## config.mk

```make
export PLATFORM = sky130hd
export DESIGN_NAME = add_share_sched
export DESIGN_NICKNAME = d
export VERILOG_FILES = /design/src/rtl/add_pkg.sv /design/src/rtl/add_flexible_biterwidth.sv /design/src/rtl/add_share_sched.sv
export SDC_FILE = /design/constraint.sdc
export NUM_CORES = 1
export LEC_CHECK = 0
export BUFFER_PORTS_ARGS = -buffer_cell sky130_fd_sc_hd__buf_4
export CELL_PAD_IN_SITES_DETAIL_PLACEMENT = 0
export CELL_PAD_IN_SITES_GLOBAL_PLACEMENT = 2
export CORE_MARGIN = 2
export CORE_UTILIZATION = 31
export DETAILED_ROUTE_END_ITERATION = 8
export GPL_ROUTABILITY_DRIVEN = 0
export PLACE_DENSITY_LB_ADDON = 0.1
export SKIP_CTS_REPAIR_TIMING = 1
export SYNTH_ARGS = -nofsm -noshare
export SYNTH_HDL_FRONTEND = slang
export SYNTH_SLANG_ARGS = --single-unit
```

## constraint.sdc

```tcl
create_clock -name clk -period 3 [get_ports clk]
set_input_delay 0.3 -clock clk [delete_from_list [all_inputs] [get_ports clk]]
set_output_delay 0.3 -clock clk [all_outputs]
set_load 0.02 [all_outputs]
```

## src/rtl/add_pkg.sv

```systemverilog
// Shared definitions for the shared-adder scheduler: FSM encoding and
// elaboration-time sizing helpers.
package add_pkg;

    typedef enum logic [1:0] {
        ST_IDLE = 2'd0,
        ST_ADD  = 2'd1,
        ST_HOLD = 2'd2
    } state_e;

    // Ceiling log2, never below 1 so a 2-requester ID is still one bit wide.
    function automatic int unsigned clog2_min1(input int unsigned n);
        int unsigned r;
        r = 0;
        while ((64'd1 << r) < 64'(n)) begin
            r = r + 1;
        end
        return (r == 0) ? 1 : r;
    endfunction

    function automatic int unsigned max_u(input int unsigned x, input int unsigned y);
        return (x > y) ? x : y;
    endfunction

endpackage

```

## src/rtl/add_flexible_biterwidth.sv

```systemverilog
// Unsigned adder with independent operand widths; the sum is one bit wider
// than the wider operand so a carry out is never lost.
module add_flexible_biterwidth
    import add_pkg::*;
#(
    parameter  int unsigned WIDTH_A   = 8,
    parameter  int unsigned WIDTH_B   = 8,
    localparam int unsigned WIDTH_OUT = 1 + max_u(WIDTH_A, WIDTH_B)
) (
    input  logic [WIDTH_A-1:0]   a_i,
    input  logic [WIDTH_B-1:0]   b_i,
    output logic [WIDTH_OUT-1:0] sum_c
);

    assign sum_c = WIDTH_OUT'(a_i) + WIDTH_OUT'(b_i);

endmodule

```

## src/rtl/add_share_sched.sv

```systemverilog
// Round-robin scheduler sharing one adder among NUM_REQ requesters; returns
// each registered sum on a valid/ready port tagged with the owner's index.
module add_share_sched
    import add_pkg::*;
#(
    parameter  int unsigned NUM_REQ   = 4,
    parameter  int unsigned WIDTH_A   = 8,
    parameter  int unsigned WIDTH_B   = 8,
    localparam int unsigned WIDTH_OUT = 1 + max_u(WIDTH_A, WIDTH_B),
    localparam int unsigned IDW       = clog2_min1(NUM_REQ)
) (
    input  logic                         clk,
    input  logic                         rst,
    input  logic [NUM_REQ-1:0]           req,
    input  logic [NUM_REQ*WIDTH_A-1:0]   a_bus,
    input  logic [NUM_REQ*WIDTH_B-1:0]   b_bus,
    output logic [NUM_REQ-1:0]           gnt,
    output logic                         res_valid,
    input  logic                         res_ready,
    output logic [WIDTH_OUT-1:0]         result,
    output logic [IDW-1:0]               res_id
);

    state_e                 state_q, state_d;
    logic [IDW-1:0]         ptr_q, ptr_d;
    logic [IDW-1:0]         sel_q, sel_d;
    logic [WIDTH_A-1:0]     op_a_q, op_a_d;
    logic [WIDTH_B-1:0]     op_b_q, op_b_d;
    logic [NUM_REQ-1:0]     gnt_q, gnt_d;
    logic                   res_valid_q, res_valid_d;
    logic [WIDTH_OUT-1:0]   result_q, result_d;
    logic [IDW-1:0]         res_id_q, res_id_d;

    logic [WIDTH_A-1:0]     a_arr [NUM_REQ];
    logic [WIDTH_B-1:0]     b_arr [NUM_REQ];
    logic [IDW-1:0]         pick_c;
    logic                   any_req_c;
    logic [WIDTH_OUT-1:0]   sum_c;
    logic                   do_grant;

    // Unpack the operand buses into per-requester lanes.
    for (genvar g = 0; g < NUM_REQ; g++) begin : g_lane
        assign a_arr[g] = a_bus[g*WIDTH_A +: WIDTH_A];
        assign b_arr[g] = b_bus[g*WIDTH_B +: WIDTH_B];
    end

    function automatic logic [IDW-1:0] wrap_inc(input logic [IDW-1:0] v);
        return (v == IDW'(NUM_REQ - 1)) ? '0 : v + IDW'(1);
    endfunction

    // First asserted request at or above p, wrapping past the top index.
    function automatic logic [IDW-1:0] rr_pick(input logic [NUM_REQ-1:0] r,
                                               input logic [IDW-1:0]     p);
        logic [IDW-1:0] idx;
        logic [IDW-1:0] pick;
        logic           hit;
        idx  = p;
        pick = p;
        hit  = 1'b0;
        for (int k = 0; k < NUM_REQ; k++) begin
            if (!hit && r[idx]) begin
                hit  = 1'b1;
                pick = idx;
            end
            idx = wrap_inc(idx);
        end
        return pick;
    endfunction

    assign any_req_c = |req;
    assign pick_c    = rr_pick(req, ptr_q);

    add_flexible_biterwidth #(
        .WIDTH_A (WIDTH_A),
        .WIDTH_B (WIDTH_B)
    ) u_adder (
        .a_i   (op_a_q),
        .b_i   (op_b_q),
        .sum_c (sum_c)
    );

    // Next-state and datapath control.
    always_comb begin
        state_d     = state_q;
        ptr_d       = ptr_q;
        sel_d       = sel_q;
        op_a_d      = op_a_q;
        op_b_d      = op_b_q;
        gnt_d       = '0;
        res_valid_d = res_valid_q;
        result_d    = result_q;
        res_id_d    = res_id_q;
        do_grant    = 1'b0;

        unique case (state_q)
            ST_IDLE: begin
                do_grant = any_req_c;
            end
            ST_ADD: begin
                result_d    = sum_c;
                res_id_d    = sel_q;
                res_valid_d = 1'b1;
                state_d     = ST_HOLD;
            end
            ST_HOLD: begin
                if (res_ready) begin
                    res_valid_d = 1'b0;
                    state_d     = ST_IDLE;
                    do_grant    = any_req_c;
                end
            end
            default: begin
                state_d = ST_IDLE;
            end
        endcase

        // Arbitration is shared by the idle path and the back-to-back accept path.
        if (do_grant) begin
            sel_d   = pick_c;
            op_a_d  = a_arr[pick_c];
            op_b_d  = b_arr[pick_c];
            gnt_d   = NUM_REQ'(1) << pick_c;
            ptr_d   = wrap_inc(pick_c);
            state_d = ST_ADD;
        end
    end

    always_ff @(posedge clk or negedge rst) begin
        if (!rst) begin
            state_q     <= ST_IDLE;
            ptr_q       <= '0;
            sel_q       <= '0;
            op_a_q      <= '0;
            op_b_q      <= '0;
            gnt_q       <= '0;
            res_valid_q <= 1'b0;
            result_q    <= '0;
            res_id_q    <= '0;
        end else begin
            state_q     <= state_d;
            ptr_q       <= ptr_d;
            sel_q       <= sel_d;
            op_a_q      <= op_a_d;
            op_b_q      <= op_b_d;
            gnt_q       <= gnt_d;
            res_valid_q <= res_valid_d;
            result_q    <= result_d;
            res_id_q    <= res_id_d;
        end
    end

    assign gnt       = gnt_q;
    assign res_valid = res_valid_q;
    assign result    = result_q;
    assign res_id    = res_id_q;

endmodule
```

; ---- Word-level counts from Yosys, hierarchy flattened
; Index checks and enable logic that the tools add are counted.
[totals]
register_bits = 38
input_bits = 71
out_inout_bits = 16
elab_cells = 73
[classes]
addsub = 5
magnitude_cmp = 5
eq_ne = 9
shift = 1
n_mux = 32
bitwise_logic = 1
n_reduce_logical = 11
[ops]
columns = op, count
row1 = $bmux W8 S2, 2
row2 = $mux W8, 4
row3 = $mux W2, 9
row4 = $lt A2 B3 Y1 const B, 4
row5 = $eq A2 B2 Y1 const B, 5
row6 = $add A8 B8 Y9, 1
row7 = $mux W1, 9
row8 = $add A2 B1 Y2 const B, 4
row9 = $bmux W1 S2, 4
row10 = $pmux W2 S3, 1
row11 = $mux W4, 1
row12 = $ne A2 B2 Y1 const B, 2
row13 = $pmux W1 S2, 2
row14 = $reduce_and A2 Y1, 2
row15 = $reduce_or A4 Y1, 1
row16 = $shl A1 B2 Y4 const A, 1
row17 = $ge A3 B3 Y1 const B, 1
row18 = $logic_and A1 B1 Y1, 3
row19 = $logic_not A1 Y1, 3
row20 = $ne A3 B3 Y1 const B, 1
row21 = $not A2 Y3, 1
row22 = $eq A2 B1 Y1 const B, 1
row23 = $logic_not A2 Y1, 1
row24 = $reduce_bool A2 Y1, 1

; ---- Depth between registers and ports, before layout
; Gate-level depths: netlist (run 1).
[depth]
ltp_word = 16
depth_mapped = 10
mapped_depth_nobuf = 9

; ---- Modules after synthesis
; Synthesis (run 1) repeated with hierarchy kept, for this count alone.
[hier_totals]
cells_unflattened = 257
area_unflattened_um2 = 2647.5
[modules_own_cells]
columns = mod, instances, cells_each, area_per_inst_um2, seq_area_each_um2
row1 = add_share_sched, 1, 215, 2323.5, 950.9
row2 = add_flexible_biterwidth, 1, 42, 324.1, 0.0

; ---- Worst setup path before layout (run 1)
; No wires, ideal clock.
[synth_path]
path_type = register to register
startpoint = reg ptr_q[1]
endpoint = reg ptr_q[1]
setup_time_ns = 0.127
arrival_time_ns = 2.294
t_required_ns = 2.873
setup_slack_ns = 0.579
stages_incl_launch_ff = 10
path_buffers = 2
synth_period_minus_slack_ns = 2.421
path_cell_list = dfrtp_1 -> ha_1 -> clkbuf_1 -> mux4_2 -> nand3b_2 -> nand2_8 -> buf_8 -> ha_1 -> nand2_1 -> o21ai_0
[synth_between]
elab_chain_cells = 14
elab_cells_between_ends = 32
cone_classes = add/sub: 4 / eq/ne: 4 / mux: 18 / reduce/logical: 6
[synth_rtl]
columns = item, line
row1 = start: declaration, add_share_sched.sv:25  ; logic [IDW-1:0] ptr_q, ptr_d;
row2 = start signal: assignment, add_share_sched.sv:141  ; ptr_q <= ptr_d;
row3 = branches (longest 11 deep; another with $add A2 B1 Y2), --
row4 = $mux W2 *, add_share_sched.sv:61  ; if (!hit && r[idx]) begin
row5 = $add A2 B1 Y2 / $eq A2 B2 Y1 (equally long branches), add_share_sched.sv:48  ; return (v == IDW'(NUM_REQ - 1)) ? '0 : v + IDW'(1);
row6 = $mux W2 *, add_share_sched.sv:48
; Every way passes the cells marked *. The select of a mux whose other input is x is not followed.
; A chain may end at the register's enable or synchronous reset.

; ---- Worst setup path after layout (run 1)
[layout_path]
startpoint = reg ptr_q[1]
endpoint = reg op_b_q[3]
[layout_between]
elab_chain_cells = 16
elab_cells_between_ends = 33
cone_classes = add/sub: 3 / eq/ne: 3 / mux: 20 / bitwise: 1 / reduce/logical: 6
[layout_rtl]
columns = item, line
row1 = branches (longest 11 deep; another with $add A2 B1 Y2), --
row2 = $mux W2 *, add_share_sched.sv:61
row3 = $not A2 Y3 (implied by the code) *, add_share_sched.sv:121  ; op_b_d = b_arr[pick_c];
row4 = $bmux W8 S2 *, add_share_sched.sv:121
row5 = $mux W8 (implied by the code) * (2 in series), add_share_sched.sv:121
row6 = end signal: assignment, add_share_sched.sv:144  ; op_b_q <= op_b_d;
row7 = end: declaration, add_share_sched.sv:28  ; logic [WIDTH_B-1:0] op_b_q, op_b_d;
; Marked as above.

==> metrics.yaml, run 1 <==
setup_path:
  cpPeakStageDelay_ps: 610
  crit_buf_inv: 0
  cp-end-kind: "register"
  critical_path_class: "register to register"
  startpoint_type: "register"
  crit_arrival_ps: 2780
  crit_cells: 7
  r2r_slack_ps: 410
  r2r-end: "op_b_q[3]$_DFFE_PN0P_"
  cp_max_fo: 16
  endpoint: "op_b_q[3]$_DFFE_PN0P_"
  critPathLaunch: "ptr_q[1]$_DFFE_PN0P_"
  path_cells: "ha_1 -> or4b_2 -> o31ai_1 -> a221o_1 -> a21o_4 -> nand2_2 -> o221ai_1"
  r2r_cells: 7
  rr_startpoint: "ptr_q[1]$_DFFE_PN0P_"
  cp_top_family: "simple AND/OR/NAND/NOR gates"
  required_ps: 3190
  critPathSlowestCell: "or4b_2"
yosys:
  async_flop_share: 1.000
  ys_seq_area_frac: 0.3735
  synth_edf_count: 0
  synth_flop_cell: "dfrtp_1"
  synth_seq_cells: 38
  syn_avg_cell_area_sq_um: 11.02
  syn_inst: 231
  syn-num-nets: 313
  synthDistinctLibCells: 52
  netlist_area_sq_mm: 0.002546
  yosysWarnings: 0
die:
  num_rows: 33
  core_sq_mm: 0.008093
  start_util: 0.3146
  die_height_microns: 94.63
  io_pins: 87
  die_area_sq_mm: 0.008955
  fp.dieW_microns: 94.63
sta:
  max_freq_mhz: 385.8
  period_share: 0.8641
  timing.final.crit_period_ps: 2592
  hold_viol_final: 0
  drv_slew: 0
  clock_skew_ps: 5.170
  finalSetupTns_ps: 0
  max_slew.worst_pin.slew_ps: 728.7
  max-slew-margin-rel: 0.5142
  rsz0062_at_grt: "false"
  setup_violations: 0
  finalWorstSetupSlack_ps: 407.8
outcome:
  status: "finished, final reports clean"
clock_tree:
  cts_tree: "built"
  clkTransAtPathRegs_ps: 80
  cts_buffer_depth: 2
  htree_levels: 2
  cts-root-buf: "clkbuf_8"
  cts_sinks: 38
  numCtsBuffers: 5
  clk_latency_ps: 290
power:
  power.density_mw_per_mm2: 1135
  p_total_w: 0.003750
  ir_drop_mv: 0.5445
  power.leakage_nw: 1.599
finish:
  layout_common_cells: "88 x buf_4, 38 x dfrtp_1, 33 x mux2i_1"
  diodes: 0
  multi_input_area_sq_mm: 0.001416
  area_growth_pct: 29.78
  layout_commonest_cell: "buf_4"
  drive_gt1_frac: 0.3930
  regArea_sq_um: 950.9
  nNetsFinal: 394
  fillers: 846
place:
  portBuffers: 86
  hpwl_microns: 4614
  place_ws_ps: 403.4
detailed_routing:
  wl_per_cell_microns: 14.79
  route.detailed.drc: 0
  drt-initial-drc-count: 40
  wl_microns: 6181
  postRouteAntennaNets: 0
  routed-via-count: 2024
  vias_per_cell: 4.842
  first_pass_iters: 4
global_routing:
  grt_start_max_net_pins: 39
  grt_usage: 0.1442
  overflow: 0
  first_global_vias: 1972
  antenna_found_initial: 0
  grt_pass1_wl_microns: 9867
hold_path:
  worstHoldPathType: "input port to register"
job:
  drv_cap: 0
[worst min path at each step]
stage / slack (ps) / depth (start not counted) / to / start
6_report: 290 / 3 / state_q[1]$_DFFE_PN0P_ / res_ready
2_1_floorplan: 4 / 0 / gnt[0]$_DFF_PN0_ / rst
4_1_cts: -10 / 1 / res_valid$_DFFE_PN0P_ / rst
3_5_place_dp: 310 / 1 / res_valid$_DFFE_PN0P_ / rst
3_3_place_gp: 310 / 1 / result[6]$_DFFE_PN0P_ / rst
5_1_grt: 320 / 3 / state_q[1]$_DFFE_PN0P_ / res_ready
[flip-flops by register name, indices dropped and copies added, names as in the netlist]
| signal | flops |
|---|---|
| gnt | 4 |
| result | 9 |
| res_id | 2 |
| res_valid | 1 |
| op_b_q | 8 |
| op_a_q | 8 |
| ptr_q | 2 |
| sel_q | 2 |
| state_q | 2 |
[where the power goes]
group	switching (W)	leakage [nW]	internal, W
Combinational	0.00131	1.08	0.00113
Clock	0.000175	0.0482	0.000185
Sequential	0.000176	0.467	0.000779
Total	0.00166	1.60	0.00209
[Yosys cell counts, types with 4 or more instances]
cell / number / area [sq um]
a21oi_1: 8 / 40.04
buf_6: 4 / 45.04
clkbuf_1: 6 / 22.52
dfrtp_1: 38 / 950.9
ha_1: 10 / 125.1
inv_1: 9 / 33.78
mux2_2: 5 / 56.30
mux2i_1: 33 / 330.3
nand2_1: 25 / 93.84
nor2b_1: 6 / 37.54
nor3_1: 4 / 20.02
o21ai_0: 9 / 45.04
o221ai_1: 6 / 52.55
o221ai_2: 10 / 150.1
xnor2_1: 5 / 43.79
[cells by family (layout without fill, tap and decap cells)]
group,count (synthesis),after routing,share of synthesized area
and+or+nand+nor,59,59,0.1312
DFF,38,38,0.3735
AOI/OAI and AO/OA,52,52,0.1813
buffers and inverters,26,108,0.07027
adders and majority gates,11,11,0.05700
muxes,40,40,0.1695
xor gates and xnor gates,5,5,0.01720
[metrics by stage]
step	hold slack [ps]	instance area, sq um	instances	utilization
after floorplan	4.409	2546	231	-
final	287.3	3304	418	0.4083
after CTS	-13.67	3294	417	0.4071
after global placement	307.5	3203	409	0.3958
after global routing	315.2	3304	418	0.4083
after detailed placement	306.2	3203	409	0.3958
[worst reg2reg max path, cell delays in order (launching register included)]
cell      delay (ps)
dfrtp_1          430
ha_1             500
or4b_2           610
o31ai_1           90
a221o_1          190
a21o_4           150
nand2_2          260
o221ai_1         260
[area by class of cell]
type	instances	share of cell area
clock buffer	7	0.02613
clock inverter	1	0.001515
timing repair buffer	89	0.2030
inverter	11	0.01325
sequential	38	0.2878
tap	105	0.03976
multi-input combinational	167	0.4286
[routing by layer]
layer  share of wire  global-route usage  wire length [microns]  up-vias
met5               0                   0                      0        -
met4          0.0084             0.04348                     52        0
met3           0.051             0.03751                    318        6
met2            0.46              0.2145                   2872       45
met1            0.48              0.2051                   2938      955
li1                -                   -                      -     1018
No activity file was read; power rests on OpenSTA's default activity.
==> inputs of run 2 (changes only) <==
==> constraint.sdc (replaced) <==
create_clock -name clk -period 3 [get_ports clk]
set_input_delay 0.6 -clock clk [delete_from_list [all_inputs] [get_ports clk]]
set_output_delay 0.6 -clock clk [all_outputs]
set_load 0.05 [all_outputs]
==> metrics.yaml, run 2 (synthesis results as in run 1) <==
finish:
  area_growth_pct: 30.12  # was 29.78%
  drive_gt1_frac: 0.3974  # was 0.3930
  largest_register_ffs: 9  # unchanged
  diodes: 0  # unchanged
  layout_commonest_cell: "buf_4"  # unchanged
  final_cells: 417  # was 418
  layout_common_cells: "88 x buf_4, 38 x dfrtp_1, 33 x mux2i_1"  # unchanged
  nNetsFinal: 393  # was 394
sta:
  max-slew-margin-rel: 0.4994  # was 0.5142
  clock_skew_ps: 6.684  # was 5.170 ps
  finalSetupTns_ps: 0  # unchanged
  timing.final.crit_period_ps: 2602  # was 2592 ps
  setup_violations: 0  # unchanged
  hold_viol_final: 0  # unchanged
  period_share: 0.8673  # was 0.8641
  max_freq_mhz: 384.4  # was 385.8 MHz
  drv_slew: 0  # unchanged
  max_slew.worst_pin.slew_ps: 751.0  # was 728.7 ps
  rsz0062_at_grt: "false"  # unchanged
power:
  seq_power_share: 0.235  # was 0.255
  power_frac_comb: 0.662  # was 0.649
  swShare: 0.4693  # was 0.4419
  ir_drop_mv: 0.5562  # was 0.5445 mV
  internal_power_w: 0.002147  # was 0.002093 W
  power.leakage_nw: 1.605  # was 1.599 nW
  power_switching_w: 0.001899  # was 0.001657 W
  p_clk_frac: 0.103  # was 0.096
  power.density_mw_per_mm2: 1221  # was 1135 mW/mm^2
clock_tree:
  cts-root-buf: "clkbuf_8"  # unchanged
  cts_buffer_depth: 2  # unchanged
  cts_sinks: 38  # unchanged
  clk_latency_ps: 290  # about the same
  numCtsBuffers: 5  # unchanged
  cts_tree: "built"  # unchanged
  clkTransAtPathRegs_ps: 80  # about the same
  htree_levels: 2  # unchanged
setup_path:
  r2r_slack_ps: 400  # was 410 ps
  critical_path_class: "register to register"  # unchanged
  startpoint_type: "register"  # unchanged
  cp_max_fo: 16  # unchanged
  r2r_cells: 7  # unchanged
  r2r-end: "op_b_q[4]$_DFFE_PN0P_"  # was op_b_q[3]$_DFFE_PN0P_
  crit_arrival_ps: 2800  # was 2780 ps
  cpPeakStageDelay_ps: 610  # about the same
  required_ps: 3190  # about the same
  rr_startpoint: "ptr_q[1]$_DFFE_PN0P_"  # unchanged
  cp-end-kind: "register"  # unchanged
  path_cells: "ha_1 -> or4b_2 -> o31ai_1 -> a221o_1 -> a21o_4 -> nand2_2 -> o221ai_1"  # unchanged
  critPathSlowestCell: "or4b_2"  # unchanged
place:
  dpl.cell_count: 409  # unchanged
  hpwl_microns: 4677  # was 4614 microns
  portBuffers: 86  # unchanged
global_routing:
  grt_start_max_net_pins: 39  # unchanged
  grt_usage: 0.1491  # was 0.1442
  grt_pass1_wl_microns: 10250  # was 9867 microns
  antenna_found_initial: 0  # unchanged
  first_global_vias: 1988  # was 1972
  overflow: 0  # unchanged
detailed_routing:
  drt-initial-drc-count: 59  # was 40
  wl_per_cell_microns: 15.28  # was 14.79 microns
  wl_microns: 6373  # was 6181 microns
  vias_per_cell: 4.815  # was 4.842
  route.detailed.drc: 0  # unchanged
  first_pass_iters: 4  # unchanged
  postRouteAntennaNets: 0  # unchanged
  routed-via-count: 2008  # was 2024
die:
  die_area_sq_mm: 0.008955  # unchanged
  core_sq_mm: 0.008093  # unchanged
  fp.dieW_microns: 94.63  # unchanged
  io_pins: 87  # unchanged
  num_rows: 33  # unchanged
  die_height_microns: 94.63  # unchanged
  start_util: 0.3146  # unchanged
outcome:
  status: "finished, final reports clean"  # unchanged
job:
  drv_cap: 0  # unchanged
hold_path:
  worstHoldPathType: "input port to async pin"  # was input port to register
## run 2: cell types whose count changed in the layout (fill, tap and decap cells not counted), sizes merged
cell / previous run / this run
clkbuf: 7 / 8
clkinv: 2 / 1
dlygate4sd3: 1 / 0
## run 2: layout make-up
cell class,count,area (sq um)
flip-flops and latches,38,950.9
clock buffers,8,110.1
fillers,845,4780
repair buffers,88,660.6
well taps,105,131.4
inverters,11,43.79
multi-input cells,167,1416
## run 2: worst max path at each step
stage                          from                     to  slack, ps  depth (start not counted)
2_1_floorplan  ptr_q[1]$_DFFE_PN0P_   ptr_q[1]$_DFFE_PN0P_        580                          9
3_3_place_gp                 req[1]  op_a_q[7]$_DFFE_PN0P_        350                          6
3_5_place_dp                 req[1]  op_a_q[7]$_DFFE_PN0P_        330                          6
4_1_cts        ptr_q[1]$_DFFE_PN0P_  op_b_q[4]$_DFFE_PN0P_        370                          7
5_1_grt        ptr_q[1]$_DFFE_PN0P_  op_b_q[4]$_DFFE_PN0P_        220                          7
6_report       ptr_q[1]$_DFFE_PN0P_  op_b_q[4]$_DFFE_PN0P_        400                          7
## run 2: stage by stage
stage                     hold WS [ps]  instance area [sq um]  setup WS, ps  power, W  utilization
after floorplan                  304.4                   2546         579.3  0.003180            -
after global placement           466.6                   3203         346.0  0.003658       0.3958
after detailed placement         473.5                   3203         330.0  0.003672       0.3958
after CTS                        294.4                   3313         366.5  0.004112       0.4094
after global routing             306.9                   3313         219.2  0.004395       0.4094
final                            273.2                   3313         398.2  0.004046       0.4094
## run 2: metal layers
layer	global-route usage	vias up	wire length (microns)
met5	0	-	0
met4	0.03986	0	69
met1	0.2194	938	3122
li1	-	1018	-
met3	0.03512	6	323
met2	0.2181	46	2858
## run 2: critical path, delay by kind of cell (launching register included)
family	cells	cell delay, ps
AND/OR/NAND/NOR	2	870
AO/OA/AOI/OAI	4	700
adder cells (fa/ha/maj)	1	490
flip-flops	1	440
## run 2: power by group through the flow
stage	clock network (W)	logic, W	registers [W]
2_1_floorplan	0	0.00193	0.00125
3_3_place_gp	0	0.00270	0.000959
3_5_place_dp	0	0.00271	0.000961
4_1_cts	0.000433	0.00272	0.000955
5_1_grt	0.000450	0.00296	0.000986
6_report	0.000417	0.00268	0.000949
